==> src/rtl/dram_ctrl.sv <==
// Page-mode RAS/CAS initiator: turns single-word valid/ready requests into DRAM pin
// sequences, keeps the last row open, and returns a one-cycle response pulse.
module dram_ctrl #(
  parameter int unsigned ROW_W = 12,
  parameter int unsigned COL_W = 10,
  parameter int unsigned T_RP  = 2,
  parameter int unsigned T_RCD = 1,
  parameter int unsigned CL    = 1
) (
  input  logic                   CK,
  input  logic                   RST,
  input  logic                   req_valid,
  output logic                   req_ready,
  input  logic                   req_write,
  input  logic [ROW_W+COL_W-1:0] req_addr,
  input  logic [31:0]            req_wdata,
  input  logic [3:0]             req_wstrb,
  output logic                   resp_valid,
  output logic [31:0]            resp_rdata,
  output logic                   CSn,
  output logic                   RASn,
  output logic                   CASn,
  output logic [3:0]             WEn,
  output logic [ROW_W-1:0]       A,
  output logic [31:0]            D,
  input  logic [31:0]            Q
);

  typedef enum logic [2:0] {
    StIdle,
    StOpen,
    StPre,
    StRow,
    StAct,
    StCol,
    StCas
  } state_e;

  localparam int unsigned CntW = 8;
  localparam logic [CntW-1:0] RpLast  = CntW'(T_RP - 1);
  localparam logic [CntW-1:0] RcdLast = CntW'(T_RCD - 1);
  localparam logic [CntW-1:0] ClLast  = CntW'(CL - 1);

  state_e state_q, state_d;
  logic [CntW-1:0]  cnt_q, cnt_d;
  logic [ROW_W-1:0] open_row_q, open_row_d;
  logic [ROW_W-1:0] row_q, row_d;
  logic [COL_W-1:0] col_q, col_d;
  logic             write_q, write_d;
  logic [31:0]      wdata_q, wdata_d;
  logic [3:0]       wstrb_q, wstrb_d;

  // All pin-side outputs are registered so the DRAM sees glitch-free levels.
  logic             csn_q, csn_d;
  logic             rasn_q, rasn_d;
  logic             casn_q, casn_d;
  logic [3:0]       wen_q, wen_d;
  logic [ROW_W-1:0] a_q, a_d;
  logic [31:0]      d_q, d_d;
  logic             ready_q, ready_d;
  logic             resp_valid_q, resp_valid_d;
  logic [31:0]      rdata_q, rdata_d;

  logic             accept;
  logic [ROW_W-1:0] req_row;
  logic [COL_W-1:0] req_col;

  assign accept  = req_valid & ready_q;
  assign req_row = req_addr[ROW_W+COL_W-1:COL_W];
  assign req_col = req_addr[COL_W-1:0];

  // State register.
  always_ff @(posedge CK or posedge RST) begin
    if (RST) begin
      state_q <= StIdle;
    end else begin
      state_q <= state_d;
    end
  end

  // Next-state and request capture.
  always_comb begin
    state_d    = state_q;
    cnt_d      = cnt_q;
    open_row_d = open_row_q;
    row_d      = row_q;
    col_d      = col_q;
    write_d    = write_q;
    wdata_d    = wdata_q;
    wstrb_d    = wstrb_q;

    if (accept) begin
      row_d   = req_row;
      col_d   = req_col;
      write_d = req_write;
      wdata_d = req_wdata;
      wstrb_d = req_wstrb;
    end

    unique case (state_q)
      StIdle: begin
        if (accept) state_d = StRow;
      end
      StOpen: begin
        if (accept) begin
          cnt_d   = '0;
          state_d = (req_row == open_row_q) ? StCol : StPre;
        end
      end
      StPre: begin
        if (cnt_q == RpLast) begin
          state_d = StRow;
        end else begin
          cnt_d = cnt_q + 1'b1;
        end
      end
      StRow: begin
        cnt_d   = '0;
        state_d = StAct;
      end
      StAct: begin
        open_row_d = row_q;
        if (cnt_q == RcdLast) begin
          state_d = StCol;
        end else begin
          cnt_d = cnt_q + 1'b1;
        end
      end
      StCol: begin
        cnt_d   = '0;
        state_d = StCas;
      end
      StCas: begin
        if (write_q || (cnt_q == ClLast)) begin
          state_d = StOpen;
        end else begin
          cnt_d = cnt_q + 1'b1;
        end
      end
      default: state_d = StIdle;
    endcase
  end

  // Pin and response values for the cycle we are about to enter.
  always_comb begin
    csn_d        = 1'b0;
    rasn_d       = 1'b1;
    casn_d       = 1'b1;
    wen_d        = 4'hF;
    a_d          = a_q;
    d_d          = d_q;
    ready_d      = 1'b0;
    resp_valid_d = 1'b0;
    rdata_d      = rdata_q;

    unique case (state_d)
      StIdle: begin
        a_d     = '0;
        ready_d = 1'b1;
      end
      StOpen: begin
        rasn_d  = 1'b0;
        ready_d = 1'b1;
      end
      StPre: ;
      StRow: a_d = row_d;
      StAct: begin
        rasn_d = 1'b0;
        a_d    = row_d;
      end
      StCol: begin
        rasn_d             = 1'b0;
        a_d                = '0;
        a_d[COL_W-1:0]     = col_d;
        d_d                = wdata_d;
        wen_d              = write_d ? ~wstrb_d : 4'hF;
      end
      StCas: begin
        rasn_d = 1'b0;
        casn_d = 1'b0;
        wen_d  = wen_q;
      end
      default: ;
    endcase

    // Leaving CAS completes the access; a read captures Q on that same edge.
    if (state_q == StCas && state_d == StOpen) begin
      resp_valid_d = 1'b1;
      if (!write_q) rdata_d = Q;
    end
  end

  always_ff @(posedge CK or posedge RST) begin
    if (RST) begin
      cnt_q        <= '0;
      open_row_q   <= '0;
      row_q        <= '0;
      col_q        <= '0;
      write_q      <= 1'b0;
      wdata_q      <= '0;
      wstrb_q      <= '0;
      csn_q        <= 1'b1;
      rasn_q       <= 1'b1;
      casn_q       <= 1'b1;
      wen_q        <= 4'hF;
      a_q          <= '0;
      d_q          <= '0;
      ready_q      <= 1'b0;
      resp_valid_q <= 1'b0;
      rdata_q      <= '0;
    end else begin
      cnt_q        <= cnt_d;
      open_row_q   <= open_row_d;
      row_q        <= row_d;
      col_q        <= col_d;
      write_q      <= write_d;
      wdata_q      <= wdata_d;
      wstrb_q      <= wstrb_d;
      csn_q        <= csn_d;
      rasn_q       <= rasn_d;
      casn_q       <= casn_d;
      wen_q        <= wen_d;
      a_q          <= a_d;
      d_q          <= d_d;
      ready_q      <= ready_d;
      resp_valid_q <= resp_valid_d;
      rdata_q      <= rdata_d;
    end
  end

  assign CSn        = csn_q;
  assign RASn       = rasn_q;
  assign CASn       = casn_q;
  assign WEn        = wen_q;
  assign A          = a_q;
  assign D          = d_q;
  assign req_ready  = ready_q;
  assign resp_valid = resp_valid_q;
  assign resp_rdata = rdata_q;

endmodule

==> config.mk <==
export PLATFORM = sky130hd
export DESIGN_NAME = dram_ctrl
export DESIGN_NICKNAME = d
export VERILOG_FILES = /design/src/rtl/dram_ctrl.sv
export SDC_FILE = /design/constraint.sdc
export NUM_CORES = 1
export LEC_CHECK = 0
export ABC_AREA = 1
export BUFFER_PORTS_ARGS = -buffer_cell sky130_fd_sc_hd__buf_4
export CELL_PAD_IN_SITES_DETAIL_PLACEMENT = 0
export CELL_PAD_IN_SITES_GLOBAL_PLACEMENT = 1
export CORE_ASPECT_RATIO = 1.4
export CORE_MARGIN = 4
export CORE_UTILIZATION = 25
export CTS_CLUSTER_SIZE = 14
export DETAILED_ROUTE_END_ITERATION = 12
export GPL_ROUTABILITY_DRIVEN = 0
export GPL_TIMING_DRIVEN = 0
export PLACE_DENSITY = 0.63
export SLEW_MARGIN = 15
export SYNTH_ARGS = -nofsm -noshare
export SYNTH_HDL_FRONTEND = slang
export SYNTH_SLANG_ARGS = --single-unit
==> constraint.sdc <==
create_clock -name CK -period 14.7 [get_ports CK]
set_clock_uncertainty 0.15 [all_clocks]
set_input_delay 0.735 -clock CK [delete_from_list [all_inputs] [get_ports CK]]
set_output_delay 0.735 -clock CK [all_outputs]
set_load 0.005 [all_outputs]
==> results.rst <==
.. list-table::
   :header-rows: 1

   * - Metric
     - Value
   * - Category of the worst setup path launch point
     - register
   * - Average wire length per cell after detail routing
     - 14.8 µm
   * - LEAKAGE
     - 4.67 nW
   * - Total of max-cap violations
     - 0
   * - Die X
     - 148 µm
   * - Worst setup path category
     - reg2reg
   * - CTS tree
     - done
   * - Number of placement rows
     - 71
   * - Final critical path time including I/O delays and setup
     - 2720 ps
   * - Number of DRC violations after detailed routing
     - 0
   * - Die span in y
     - 204 µm
   * - Final Slew Violations
     - 0
   * - Post-Synthesis Mean Instance Area
     - 9.28 µm²
   * - Combined global-route utilization of all metal layers
     - 0.131
   * - Area added between synthesis and finish
     - 35.0%
   * - Number of fill cells
     - 2,901
   * - Top-area cell type share of the netlist area
     - 0.581
   * - Largest driver fanout on the critical path
     - 10
   * - Initial DRC count
     - 190
   * - Total detailed-routing wirelength
     - 19,500 µm
   * - Worst voltage drop across the vdd grid
     - 103 µV
   * - Post-route cell area
     - 9300 µm²
   * - Post-placement cell area
     - 8720 µm²
   * - Count of warnings emitted by yosys
     - 0
   * - Vias per Instance
     - 4.18
   * - Area inside the core boundary
     - 27,000 µm²
   * - Fraction of layout instances using a drive strength above 1
     - 0.286
   * - Worst hold path type
     - in2async
   * - Headroom to the max-slew limit
     - 0.517
   * - Hold Violations, Final
     - 0
   * - Detail Route Antenna Nets
     - 0
   * - CTS max path bufs
     - 2
   * - Delay of the slowest cell on the worst path
     - 630 ps
   * - Initial antenna violation count
     - 1
   * - Final sum of negative setup slack
     - 0 ps
   * - Number of hold buffers added after cts
     - 0
   * - Detailed placement HPWL
     - 14,300 µm
   * - Worst Tran Pin Value
     - 721 ps
   * - Post-layout nets
     - 1,037
   * - Kind of capture point of the worst setup path
     - register
   * - Clock transition time at the flip-flop clock pins of the worst setup and hold paths
     - 60 ps
   * - Critical Path RT
     - 14,850 ps
   * - Sum of internal, switching and leakage power
     - 2.00 mW
   * - RSZ-0062 raised after global routing
     - false
   * - Global-route wire length before repair
     - 30,700 µm
   * - Crit path DAT
     - 2870 ps
   * - Number of enable-type register cells in the synthesized netlist
     - 0
   * - Cell type with the highest aggregate area in the netlist
     - dfrtp_1
   * - Count of unique library cells instantiated by Yosys
     - 28
   * - Cell type of the slowest stage on the worst timing path
     - nor3_2
   * - Synth Net Count
     - 839
   * - Largest cells by area after synthesis
     - dfrtp_1, nand2_1, mux2_2
   * - # port buffers
     - 178
   * - Number of endpoints failing setup at the final stage
     - 0
   * - Final Core Density
     - 0.344
   * - Worst Hold Slack
     - 221 ps
   * - Total standard cell area after synthesis
     - 6890 µm²
   * - Clock latency on the worst-skew pair
     - 430 ps
   * - Highest clock rate
     - 368 MHz
   * - Post-CTS setup buffer count
     - 0
   * - CP most frequent cell
     - buf_4
   * - Fraction of synthesis flops using an asynchronous set or reset pin
     - 1.00
   * - Register bit count reported by yosys
     - 167
   * - Sum of overflow across all layers after global routing
     - 0
   * - Clock buffer count from CTS
     - 17
   * - Number of cell instances on the worst register-to-register path
     - 8
   * - Leading cell types by count after synthesis
     - nand2_1, dfrtp_1, inv_1
   * - Cell Pwr Density
     - 215 nW/µm²
   * - Number of vias in the routed layout
     - 5,505
   * - Sequential share of the synthesized area
     - 0.608
   * - H-tree depth reported by CTS
     - 4
   * - Library cell with the highest instance count after synthesis
     - nand2_1
   * - Share of the clock period used by the worst path after layout
     - 0.185
   * - Number of sinks on the clock net
     - 167
   * - Post-Synthesis Cells
     - 742
   * - Pre-antenna DRT Iters
     - 6
   * - Initial standard-cell utilization of the core
     - 0.255
   * - Die area
     - 30,300 µm²
   * - Maximum number of pins on one net before global-route repair
     - 89
   * - CTS Root Buffer Type
     - clkbuf_16
   * - Status
     - completed
   * - Number of I/O pins
     - 179
   * - Post_cts resized
     - 0
   * - Cell Chain, Critical Path
     - nor3_2 > inv_2 > nand2_1 > inv_1 > o21ai_2 > buf_4 > buf_4 > a31oi_1
   * - Prevailing post-synth register cell
     - dfrtp_1
   * - Vias in the first global route
     - 5,584
-- logic make-up after synthesis --
kind of cell / count (synthesis) / share of synthesized area
adders and majority gates: 3 / 0.00545
muxes: 32 / 0.0523
other: 1 / 0.000544
buffers and inverters: 92 / 0.0545
DFF: 167 / 0.608
xor gates and xnor gates: 6 / 0.00763
AOI/OAI and AO/OA: 73 / 0.0596
and+or+nand+nor: 368 / 0.212
-- flip-flops by register name (all words and copies together) (netlist names) --
register / flops
A: 12
CASn: 1
CSn: 1
D: 32
RASn: 1
WEn: 4
cnt_q: 8
col_q: 10
open_row_q: 12
req_ready: 1
resp_rdata: 32
resp_valid: 1
row_q: 12
state_q: 3
wdata_q: 32
write_q: 1
wstrb_q: 4
-- layout by cell type (no fill, tap or decap), drive strengths merged --
cell / instances
a21oi: 5
a31oi: 32
buf: 197
bufinv: 1
clkbuf: 34
clkinv: 5
clkinvlp: 2
conb: 1
dfrtp: 160
dfstp: 7
diode: 1
ha: 3
inv: 63
mux2: 32
nand2: 263
nand3: 43
nand3b: 1
nand4: 3
nor2: 53
nor3: 4
nor4: 1
o21ai: 35
o22ai: 1
xnor2: 4
xor2: 2
-- power by group --
group | leakage (nW) | switching [mW] | internal (mW)
clock network | 0.287 | 0.184 | 0.258
logic | 2.36 | 0.439 | 0.345
registers | 2.03 | 0.0963 | 0.676
-- through the flow --
stage	cells	worst slack [ps]
global placement	1285	6960
finish	1318	11980
global route	1318	11650
detailed placement	1286	11690
CTS	1317	11860
floorplan	742	9310
-- final timing paths --
kind                       slack (ps)   startpoint     endpoint
setup / recovery                11980   state_q[0]        D[11]
hold / removal                    220          RST  wdata_q[20]
setup reg to reg                11980   state_q[0]        D[11]
hold reg to reg                   320  wdata_q[25]  wdata_q[25]
max in group asynchronous       13300          RST       WEn[1]
min in group CK                   320  wdata_q[25]  wdata_q[25]
-- routing by layer --
metal | vias up | GRT usage | part of all wire
li1 | 2758 | - | -
met4 | 0 | 0.0495 | 0.020
met3 | 19 | 0.0373 | 0.048
met2 | 104 | 0.229 | 0.53
met5 | - | 0 | 0
met1 | 2624 | 0.150 | 0.40
-- worst max-delay path: cells and delay by family, from the launching register on --
family	cells	cell delay [ps]
AOI/OAI and AO/OA	2	450
buffers and inverters	4	770
DFF	1	430
and+or+nand+nor	2	780
-- area by class of cell --
type | instances | area [µm²] | area share
flip-flops and latches | 167 | 4190 | 0.450
multi-input cells | 483 | 2330 | 0.250
repair buffers | 179 | 1360 | 0.147
clock buffers | 23 | 508 | 0.0546
well taps | 365 | 457 | 0.0491
inverters | 63 | 244 | 0.0262
plain buffers | 29 | 139 | 0.0149
clock inverters | 8 | 70.1 | 0.00754
diodes | 1 | 2.50 | 0.000269
Note: power is estimated with default switching activity, not from simulation.
